[src/rtl/data_access_sched_if.sv]
// Bundle of all request, response and data-store command signals around one bank scheduler.
//   slave  : the scheduler's view (takes requests, drives readies, responses and da_* commands)
//   master : the requesters' / data-store's view
interface data_access_sched_if #(
    parameter int unsigned LINES_PER_BANK = 64,
    parameter int unsigned WORDS_PER_LINE = 4,
    parameter int unsigned WORD_SIZE      = 4,
    parameter int unsigned TAG_WIDTH      = 8
);
    localparam int unsigned LSW        = $clog2(LINES_PER_BANK);
    localparam int unsigned WSW        = (WORDS_PER_LINE > 1) ? $clog2(WORDS_PER_LINE) : 1;
    localparam int unsigned WORD_WIDTH = 8 * WORD_SIZE;
    localparam int unsigned LINE_WIDTH = WORDS_PER_LINE * WORD_WIDTH;

    logic                  init_done;

    logic                  fill_valid;
    logic                  fill_ready;
    logic [LSW-1:0]        fill_addr;
    logic [LINE_WIDTH-1:0] fill_data;

    logic                  wr_valid;
    logic                  wr_ready;
    logic [LSW-1:0]        wr_addr;
    logic [WSW-1:0]        wr_wsel;
    logic [WORD_SIZE-1:0]  wr_byteen;
    logic [WORD_WIDTH-1:0] wr_data;

    logic                  rd_valid;
    logic                  rd_ready;
    logic [LSW-1:0]        rd_addr;
    logic [WSW-1:0]        rd_wsel;
    logic [TAG_WIDTH-1:0]  rd_tag;

    logic                  rsp_valid;
    logic                  rsp_ready;
    logic [TAG_WIDTH-1:0]  rsp_tag;
    logic [WORD_WIDTH-1:0] rsp_data;

    logic                  da_fill;
    logic                  da_write;
    logic                  da_read;
    logic [LSW-1:0]        da_addr;
    logic [WSW-1:0]        da_wsel;
    logic [WORD_SIZE-1:0]  da_byteen;
    logic [LINE_WIDTH-1:0] da_fill_data;
    logic [WORD_WIDTH-1:0] da_write_data;
    logic [WORD_WIDTH-1:0] da_read_data;

    modport slave (
        output init_done,
        input  fill_valid, fill_addr, fill_data,
        output fill_ready,
        input  wr_valid, wr_addr, wr_wsel, wr_byteen, wr_data,
        output wr_ready,
        input  rd_valid, rd_addr, rd_wsel, rd_tag,
        output rd_ready,
        output rsp_valid, rsp_tag, rsp_data,
        input  rsp_ready,
        output da_fill, da_write, da_read, da_addr, da_wsel, da_byteen, da_fill_data,
        output da_write_data,
        input  da_read_data
    );

    modport master (
        input  init_done,
        output fill_valid, fill_addr, fill_data,
        input  fill_ready,
        output wr_valid, wr_addr, wr_wsel, wr_byteen, wr_data,
        input  wr_ready,
        output rd_valid, rd_addr, rd_wsel, rd_tag,
        input  rd_ready,
        input  rsp_valid, rsp_tag, rsp_data,
        output rsp_ready,
        input  da_fill, da_write, da_read, da_addr, da_wsel, da_byteen, da_fill_data,
        input  da_write_data,
        output da_read_data
    );
endinterface

[src/rtl/data_access_sched.sv]
// Per-bank scheduler in front of a single-ported cache line store.
// After reset it zeroes every line, then grants one of fill / write / read per cycle
// (fill > write > read, with a starvation promotion for reads), registers the winning
// command onto da_*, and returns read words through a 2-entry tagged response FIFO.
// Ports:
//   clk, reset  clock and asynchronous active-low reset
//   bus         data_access_sched_if.slave: request handshakes, response handshake,
//               da_* command outputs and da_read_data from the store, init_done
module data_access_sched #(
    parameter int unsigned LINES_PER_BANK = 64,
    parameter int unsigned WORDS_PER_LINE = 4,
    parameter int unsigned WORD_SIZE      = 4,
    parameter int unsigned TAG_WIDTH      = 8,
    parameter int unsigned STARVE_LIMIT   = 8
) (
    input logic                clk,
    input logic                reset,
    data_access_sched_if.slave bus
);
    localparam int unsigned LSW        = $clog2(LINES_PER_BANK);
    localparam int unsigned WSW        = (WORDS_PER_LINE > 1) ? $clog2(WORDS_PER_LINE) : 1;
    localparam int unsigned WORD_WIDTH = 8 * WORD_SIZE;
    localparam int unsigned LINE_WIDTH = WORDS_PER_LINE * WORD_WIDTH;
    localparam int unsigned SCW        = $clog2(STARVE_LIMIT + 1);
    localparam int unsigned RSPW       = TAG_WIDTH + WORD_WIDTH;
    localparam logic [LSW-1:0] LastLine  = LSW'(LINES_PER_BANK - 1);
    localparam logic [SCW-1:0] StarveMax = SCW'(STARVE_LIMIT);

    typedef enum logic [0:0] {StInit, StRun} state_e;

    state_e                state_q, state_d;
    logic [LSW-1:0]        line_q, line_d;
    logic                  init_done_q;
    logic [SCW-1:0]        starve_q, starve_d;

    logic                  da_fill_q, da_fill_d;
    logic                  da_write_q, da_write_d;
    logic                  da_read_q, da_read_d;
    logic [LSW-1:0]        da_addr_q, da_addr_d;
    logic [WSW-1:0]        da_wsel_q, da_wsel_d;
    logic [WORD_SIZE-1:0]  da_byteen_q, da_byteen_d;
    logic [LINE_WIDTH-1:0] da_fill_data_q, da_fill_data_d;
    logic [WORD_WIDTH-1:0] da_write_data_q, da_write_data_d;
    logic [TAG_WIDTH-1:0]  tag_q, tag_d;

    logic [RSPW-1:0]       fifo_mem_q [2];
    logic                  fifo_wptr_q, fifo_rptr_q;
    logic [1:0]            fifo_cnt_q;
    logic                  push, pop;

    logic [1:0]            pending;
    logic                  rd_elig, starved;
    logic                  fill_gnt, wr_gnt, rd_gnt;

    // Arbitration. pending counts the read on the store this cycle as well as the FIFO
    // contents, so the FIFO can never be asked to hold a third entry.
    always_comb begin
        pending  = fifo_cnt_q + {1'b0, da_read_q};
        rd_elig  = (pending < 2'd2);
        starved  = (starve_q == StarveMax);
        fill_gnt = 1'b0;
        wr_gnt   = 1'b0;
        rd_gnt   = 1'b0;
        if (init_done_q) begin
            if (bus.fill_valid) begin
                fill_gnt = 1'b1;
            end else if (bus.rd_valid && rd_elig && (starved || !bus.wr_valid)) begin
                rd_gnt = 1'b1;
            end else if (bus.wr_valid) begin
                wr_gnt = 1'b1;
            end
        end
    end

    always_comb begin
        starve_d = starve_q;
        if (rd_gnt) begin
            starve_d = '0;
        end else if (init_done_q && bus.rd_valid && !starved) begin
            starve_d = starve_q + 1'b1;
        end
    end

    // Sweep FSM and command issue; data fields hold when nothing is issued.
    always_comb begin
        state_d         = state_q;
        line_d          = line_q;
        da_fill_d       = 1'b0;
        da_write_d      = 1'b0;
        da_read_d       = 1'b0;
        da_addr_d       = da_addr_q;
        da_wsel_d       = da_wsel_q;
        da_byteen_d     = da_byteen_q;
        da_fill_data_d  = da_fill_data_q;
        da_write_data_d = da_write_data_q;
        tag_d           = tag_q;
        case (state_q)
            StInit: begin
                da_fill_d      = 1'b1;
                da_addr_d      = line_q;
                da_fill_data_d = '0;
                da_byteen_d    = '0;
                line_d         = line_q + 1'b1;
                if (line_q == LastLine) begin
                    state_d = StRun;
                end
            end
            StRun: begin
                if (fill_gnt) begin
                    da_fill_d      = 1'b1;
                    da_addr_d      = bus.fill_addr;
                    da_fill_data_d = bus.fill_data;
                    da_byteen_d    = '0;
                end else if (wr_gnt) begin
                    da_write_d      = 1'b1;
                    da_addr_d       = bus.wr_addr;
                    da_wsel_d       = bus.wr_wsel;
                    da_byteen_d     = bus.wr_byteen;
                    da_write_data_d = bus.wr_data;
                end else if (rd_gnt) begin
                    da_read_d   = 1'b1;
                    da_addr_d   = bus.rd_addr;
                    da_wsel_d   = bus.rd_wsel;
                    da_byteen_d = '0;
                    tag_d       = bus.rd_tag;
                end
            end
            default: state_d = StInit;
        endcase
    end

    assign push = da_read_q;
    assign pop  = (fifo_cnt_q != 2'd0) && bus.rsp_ready;

    always_ff @(posedge clk or negedge reset) begin
        if (!reset) begin
            state_q         <= StInit;
            line_q          <= '0;
            init_done_q     <= 1'b0;
            starve_q        <= '0;
            da_fill_q       <= 1'b0;
            da_write_q      <= 1'b0;
            da_read_q       <= 1'b0;
            da_addr_q       <= '0;
            da_wsel_q       <= '0;
            da_byteen_q     <= '0;
            da_fill_data_q  <= '0;
            da_write_data_q <= '0;
            tag_q           <= '0;
            fifo_mem_q[0]   <= '0;
            fifo_mem_q[1]   <= '0;
            fifo_wptr_q     <= 1'b0;
            fifo_rptr_q     <= 1'b0;
            fifo_cnt_q      <= 2'd0;
        end else begin
            state_q         <= state_d;
            line_q          <= line_d;
            // Rises the cycle after the last sweep command is on the store.
            init_done_q     <= init_done_q | (state_q == StRun);
            starve_q        <= starve_d;
            da_fill_q       <= da_fill_d;
            da_write_q      <= da_write_d;
            da_read_q       <= da_read_d;
            da_addr_q       <= da_addr_d;
            da_wsel_q       <= da_wsel_d;
            da_byteen_q     <= da_byteen_d;
            da_fill_data_q  <= da_fill_data_d;
            da_write_data_q <= da_write_data_d;
            tag_q           <= tag_d;
            if (push) begin
                fifo_mem_q[fifo_wptr_q] <= {tag_q, bus.da_read_data};
                fifo_wptr_q             <= ~fifo_wptr_q;
            end
            if (pop) begin
                fifo_rptr_q <= ~fifo_rptr_q;
            end
            fifo_cnt_q <= fifo_cnt_q + {1'b0, push} - {1'b0, pop};
        end
    end

    assign bus.init_done     = init_done_q;
    assign bus.fill_ready    = fill_gnt;
    assign bus.wr_ready      = wr_gnt;
    assign bus.rd_ready      = rd_gnt;
    assign bus.rsp_valid     = (fifo_cnt_q != 2'd0);
    assign bus.rsp_tag       = fifo_mem_q[fifo_rptr_q][RSPW-1:WORD_WIDTH];
    assign bus.rsp_data      = fifo_mem_q[fifo_rptr_q][WORD_WIDTH-1:0];
    assign bus.da_fill       = da_fill_q;
    assign bus.da_write      = da_write_q;
    assign bus.da_read       = da_read_q;
    assign bus.da_addr       = da_addr_q;
    assign bus.da_wsel       = da_wsel_q;
    assign bus.da_byteen     = da_byteen_q;
    assign bus.da_fill_data  = da_fill_data_q;
    assign bus.da_write_data = da_write_data_q;
endmodule
[src/flat_wrapper.sv]
// flat-port wrapper written by rule: the top's interface ports become plain ports
module data_access_sched_flat 
#(
    parameter int unsigned LINES_PER_BANK = 64,
    parameter int unsigned WORDS_PER_LINE = 4,
    parameter int unsigned WORD_SIZE      = 4,
    parameter int unsigned TAG_WIDTH      = 8,
    parameter int unsigned STARVE_LIMIT   = 8
)
  (clk, reset, bus_init_done, bus_fill_valid, bus_fill_addr, bus_fill_data, bus_fill_ready, bus_wr_valid, bus_wr_addr, bus_wr_wsel, bus_wr_byteen, bus_wr_data, bus_wr_ready, bus_rd_valid, bus_rd_addr, bus_rd_wsel, bus_rd_tag, bus_rd_ready, bus_rsp_valid, bus_rsp_tag, bus_rsp_data, bus_rsp_ready, bus_da_fill, bus_da_write, bus_da_read, bus_da_addr, bus_da_wsel, bus_da_byteen, bus_da_fill_data, bus_da_write_data, bus_da_read_data);
  data_access_sched_if #(.LINES_PER_BANK(LINES_PER_BANK), .WORDS_PER_LINE(WORDS_PER_LINE), .WORD_SIZE(WORD_SIZE), .TAG_WIDTH(TAG_WIDTH)) bus_i ();
  input logic clk;
  input logic reset;
  output wire logic [$bits(bus_i.init_done)-1:0] bus_init_done;
  input wire logic [$bits(bus_i.fill_valid)-1:0] bus_fill_valid;
  input wire logic [$bits(bus_i.fill_addr)-1:0] bus_fill_addr;
  input wire logic [$bits(bus_i.fill_data)-1:0] bus_fill_data;
  output wire logic [$bits(bus_i.fill_ready)-1:0] bus_fill_ready;
  input wire logic [$bits(bus_i.wr_valid)-1:0] bus_wr_valid;
  input wire logic [$bits(bus_i.wr_addr)-1:0] bus_wr_addr;
  input wire logic [$bits(bus_i.wr_wsel)-1:0] bus_wr_wsel;
  input wire logic [$bits(bus_i.wr_byteen)-1:0] bus_wr_byteen;
  input wire logic [$bits(bus_i.wr_data)-1:0] bus_wr_data;
  output wire logic [$bits(bus_i.wr_ready)-1:0] bus_wr_ready;
  input wire logic [$bits(bus_i.rd_valid)-1:0] bus_rd_valid;
  input wire logic [$bits(bus_i.rd_addr)-1:0] bus_rd_addr;
  input wire logic [$bits(bus_i.rd_wsel)-1:0] bus_rd_wsel;
  input wire logic [$bits(bus_i.rd_tag)-1:0] bus_rd_tag;
  output wire logic [$bits(bus_i.rd_ready)-1:0] bus_rd_ready;
  output wire logic [$bits(bus_i.rsp_valid)-1:0] bus_rsp_valid;
  output wire logic [$bits(bus_i.rsp_tag)-1:0] bus_rsp_tag;
  output wire logic [$bits(bus_i.rsp_data)-1:0] bus_rsp_data;
  input wire logic [$bits(bus_i.rsp_ready)-1:0] bus_rsp_ready;
  output wire logic [$bits(bus_i.da_fill)-1:0] bus_da_fill;
  output wire logic [$bits(bus_i.da_write)-1:0] bus_da_write;
  output wire logic [$bits(bus_i.da_read)-1:0] bus_da_read;
  output wire logic [$bits(bus_i.da_addr)-1:0] bus_da_addr;
  output wire logic [$bits(bus_i.da_wsel)-1:0] bus_da_wsel;
  output wire logic [$bits(bus_i.da_byteen)-1:0] bus_da_byteen;
  output wire logic [$bits(bus_i.da_fill_data)-1:0] bus_da_fill_data;
  output wire logic [$bits(bus_i.da_write_data)-1:0] bus_da_write_data;
  input wire logic [$bits(bus_i.da_read_data)-1:0] bus_da_read_data;
  assign bus_init_done = bus_i.init_done;
  assign bus_i.fill_valid = bus_fill_valid;
  assign bus_i.fill_addr = bus_fill_addr;
  assign bus_i.fill_data = bus_fill_data;
  assign bus_fill_ready = bus_i.fill_ready;
  assign bus_i.wr_valid = bus_wr_valid;
  assign bus_i.wr_addr = bus_wr_addr;
  assign bus_i.wr_wsel = bus_wr_wsel;
  assign bus_i.wr_byteen = bus_wr_byteen;
  assign bus_i.wr_data = bus_wr_data;
  assign bus_wr_ready = bus_i.wr_ready;
  assign bus_i.rd_valid = bus_rd_valid;
  assign bus_i.rd_addr = bus_rd_addr;
  assign bus_i.rd_wsel = bus_rd_wsel;
  assign bus_i.rd_tag = bus_rd_tag;
  assign bus_rd_ready = bus_i.rd_ready;
  assign bus_rsp_valid = bus_i.rsp_valid;
  assign bus_rsp_tag = bus_i.rsp_tag;
  assign bus_rsp_data = bus_i.rsp_data;
  assign bus_i.rsp_ready = bus_rsp_ready;
  assign bus_da_fill = bus_i.da_fill;
  assign bus_da_write = bus_i.da_write;
  assign bus_da_read = bus_i.da_read;
  assign bus_da_addr = bus_i.da_addr;
  assign bus_da_wsel = bus_i.da_wsel;
  assign bus_da_byteen = bus_i.da_byteen;
  assign bus_da_fill_data = bus_i.da_fill_data;
  assign bus_da_write_data = bus_i.da_write_data;
  assign bus_i.da_read_data = bus_da_read_data;
  data_access_sched #(.LINES_PER_BANK(LINES_PER_BANK), .WORDS_PER_LINE(WORDS_PER_LINE), .WORD_SIZE(WORD_SIZE), .TAG_WIDTH(TAG_WIDTH), .STARVE_LIMIT(STARVE_LIMIT)) u_core (.clk(clk), .reset(reset), .bus(bus_i));
endmodule
[config.mk]
export PLATFORM = sky130hd
export DESIGN_NAME = data_access_sched_flat
export DESIGN_NICKNAME = d
export VERILOG_FILES = /design/src/rtl/data_access_sched_if.sv /design/src/rtl/data_access_sched.sv /design/src/flat_wrapper.sv
export SDC_FILE = /design/constraint.sdc
export NUM_CORES = 1
export LEC_CHECK = 0
export BUFFER_PORTS_ARGS = -buffer_cell sky130_fd_sc_hd__buf_4
export CORE_AREA = 2 2 177 179
export DETAILED_ROUTE_END_ITERATION = 10
export DIE_AREA = 0 0 179 181
export GPL_TIMING_DRIVEN = 0
export PLACE_DENSITY_LB_ADDON = 0.2
export SKIP_LAST_GASP = 1
export SYNTH_ARGS = -nofsm -noshare
export SYNTH_HDL_FRONTEND = slang
export SYNTH_SLANG_ARGS = --single-unit
[constraint.sdc]
create_clock -name clk -period 2.1 [get_ports clk]
set_input_delay 0.42 -clock clk [delete_from_list [all_inputs] [get_ports clk]]
set_output_delay 0.42 -clock clk [all_outputs]
set_load 0.02 [all_outputs]
==> results.txt <==
Outcome -> finished, violations left
Failing checks -> setup timing
Final WL -> 34.9 mm
Final hold viol count -> 0
Die width -> 179 um
Final period utilization -> 114%
Synth Net Count -> 1231
IO Count -> 452
WL per Instance -> 18.1 um
Clk root buf -> clkbuf_16
Via density -> 4.78
Placed inst area -> 0.0157 sq mm
Worst Path Buf+Inv -> 1
Crit Path Class -> reg2out
Initial antenna violation count -> 1
Area grow syn2layout -> 49.3%
Nets@finish -> 1750
Max-Cap Viols -> 0
Reg area -> 0.00699 sq mm
VDD IR max -> 598 uV
Core Util, Final -> 57.8%
Share of layout cells above drive strength 1 -> 47.3%
CTS buffer count -> 31
Mean area per synthesized cell -> 11.8 sq um
Clk sinks -> 279
Fin Clk Skew -> 15.7 ps
Initial DRC count -> 335
Setup TNS Final -> -5820 ps
Pin count of the biggest net entering global routing -> 115
GRT overflow -> 0
Clock H-tree levels -> 1
Synth async-reset ratio -> 100%
Critical Path End Type -> output pin
Initial core utilization -> 38.7%
CTS clk-pin slew, worst paths -> 60 ps
CP cell instances -> ha_4 > xnor2_4 > o211ai_1 > nor3b_4 > buf_6
Worst EP arrival -> 1970 ps
Clk buf depth -> 3
Worst Hold Class -> in2reg
Synthesized instance count -> 994
Die area -> 0.0324 sq mm
Part of the Yosys area used for sequential elements -> 59.4%
Largest cells by area after synthesis -> dfrtp_1 59%, mux2_2 15%, nand2_1 8.6%, a21boi_0 8.2%, clkbuf_1 1.7%
Via count -> 9242
First-pass GRT wire length -> 53.7 mm
Final setup fails -> 66
Leak Pwr -> 8.36 nW
Cell taking the most area after synthesis -> dfrtp_1
Final worst slack -> -290 ps
Most used DFF post-synth -> dfrtp_1
Post-Syn Area -> 0.0117 sq mm
Synth cell types -> 38
Final Max Tran Viols -> 0
Cell family with most CP delay -> flip-flops
Crit Path Max Fanout -> 3
Power per cell area -> 754 mW/mm^2
Worst path slowest cell -> dfrtp_2
Drt pass-1 iters -> 4
Die Ht -> 181 um
Most frequent cell after synthesis -> dfrtp_1
GPL Wtd Cong -> 0.791
Max incr delay on CP -> 420 ps
Area of the multi-input gates -> 0.00471 sq mm
Core area -> 0.0303 sq mm
Post-synth EDFFs -> 0
Final Instance Area -> 0.0175 sq mm
DR DRC count -> 0
TritonCTS clock tree -> done
Total GRT Usage -> 21.1%
Site row count -> 64
Slew HR -> 48.7%
FMAX -> 418 MHz
RSZ-0062 raised after global routing -> true
# fillers -> 2642
PortBufs -> 451
WP data required -> 1680 ps
Worst skew pair latency -> 570 ps
Synth top area share -> 59.4%
Post-layout minimum cycle time -> 2390 ps
Flip-flop and latch count after synthesis -> 279
Worst-margin pin slew -> 769 ps
Final ANT Viol Nets -> 0
DPL Wire Length -> 25.0 mm
CP startpoint kind -> flip-flop
Synth warnings -> 0
Synth cell count leaders -> 279 x dfrtp_1, 268 x nand2_1, 154 x mux2_2, 128 x a21boi_0, 53 x clkbuf_1
Vias in the first global route -> 9558
[worst reg2reg max path, delay by kind of cell, from the launching register on]
family | cells | cell delay (ps)
AO/OA/AOI/OAI | 1 | 300
adder cells (fa/ha/maj) | 1 | 140
buffers and inverters | 6 | 720
flip-flops | 1 | 360
multiplexers | 1 | 340
AND/OR/NAND/NOR | 1 | 160
[worst paths after layout]
kind                                         startpoint                           end  slack [ps]  depth (start not counted)
setup / recovery                     u_core.bus.da_read                  bus_rd_ready        -290                          5
hold / removal                          bus_wr_data[30]  u_core.bus.da_write_data[30]          80                          2
setup reg to reg                     u_core.starve_q[0]   u_core.bus.da_write_data[4]         -50                         10
hold reg to reg            u_core.bus.da_write_data[30]  u_core.bus.da_write_data[30]         490                          1
max in group asynchronous                         reset   u_core.bus.da_fill_data[18]         510                          3
min in group asynchronous                         reset         u_core.fifo_mem_q[53]         480                          2
[flip-flops by register name, summed over array words and instances, names as in the netlist, 2 cells and up]
name                      count
u_core.bus.da_addr            6
u_core.bus.da_byteen          4
u_core.bus.da_fill_data     128
u_core.bus.da_write_data     32
u_core.bus.da_wsel            2
u_core.fifo_cnt_q             2
u_core.fifo_mem_q            80
u_core.line_q                 6
u_core.starve_q               4
u_core.tag_q                  8
[cells in the final DEF (no fill, tap or decap), types with 4 or more instances in the layout]
cell,netlist,final
mux2_4,0,45
a21boi_0,128,128
mux2_2,154,117
xnor2_1,7,7
o32a_1,5,5
clkbuf_16,0,34
buf_4,0,429
xor2_1,4,4
buf_12,0,4
nor3b_1,7,6
dfrtp_1,279,276
clkinv_2,0,5
buf_8,0,7
a31oi_1,6,6
nand2_1,268,267
a22o_1,4,4
and3_1,7,7
inv_1,6,4
clkbuf_8,0,7
clkbuf_1,53,58
nor2_1,11,11
buf_6,4,50
[layout make-up]
| class | count | area share, % |
|---|---|---|
| diodes | 1 | 0.0143 |
| plain buffers | 61 | 1.94 |
| clock buffers | 49 | 5.21 |
| clock inverters | 7 | 0.364 |
| inverters | 7 | 0.164 |
| multi-input cells | 645 | 26.9 |
| flip-flops and latches | 279 | 39.8 |
| well taps | 396 | 2.83 |
| repair buffers | 488 | 22.8 |
[metrics by stage]
stage          cells  power [W]  hold WS (ps)  worst slack (ps)
2_1_floorplan    994    0.00636           124             -21.9
3_3_place_gp    1841    0.00722           470             -1960
3_5_place_dp    1843    0.00724           476              -435
4_1_cts         1922     0.0133          59.0              -311
5_1_grt         1933     0.0138          67.4              -404
6_report        1933     0.0132          84.1              -290
[logic make-up after synthesis]
kind of cell | count (synthesis) | synth area share (%)
AND/OR/NAND/NOR | 311 | 10.8
flip-flops | 279 | 59.4
multiplexers | 165 | 15.8
AO/OA/AOI/OAI | 152 | 9.96
buffers and inverters | 70 | 2.51
XOR/XNOR | 12 | 0.959
adder cells (fa/ha/maj) | 5 | 0.533
[metal layers]
layer  vias to the layer above  GRT usage (%)  part of all wire, %
li1                       4395              -                    -
met1                      4515           24.5                   38
met2                       282           37.0                   51
met3                        50           7.37                  8.8
met4                         0           5.14                  2.0
met5                         -              0                    0
[where the power goes]
group	switching (W)	total (W)	internal [W]
logic	0.000973	0.00245	0.00148
clock network	0.00217	0.00525	0.00308
registers	0.0000764	0.00552	0.00545
total	0.00322	0.0132	0.0100
[repair_timing]
| action | in CTS | in global routing |
|---|---|---|
| setup endpoints to repair | 206 | 86 |
| hold buffers | 1 | 0 |
| buffers inserted | 19 | 11 |
| cloned | 4 | 1 |
| pin swaps | 6 | 6 |
| resized for setup | 86 | 56 |
| endpoints found under the hold margin | 93 | 0 |
Note: power is estimated with default switching activity, not from simulation.
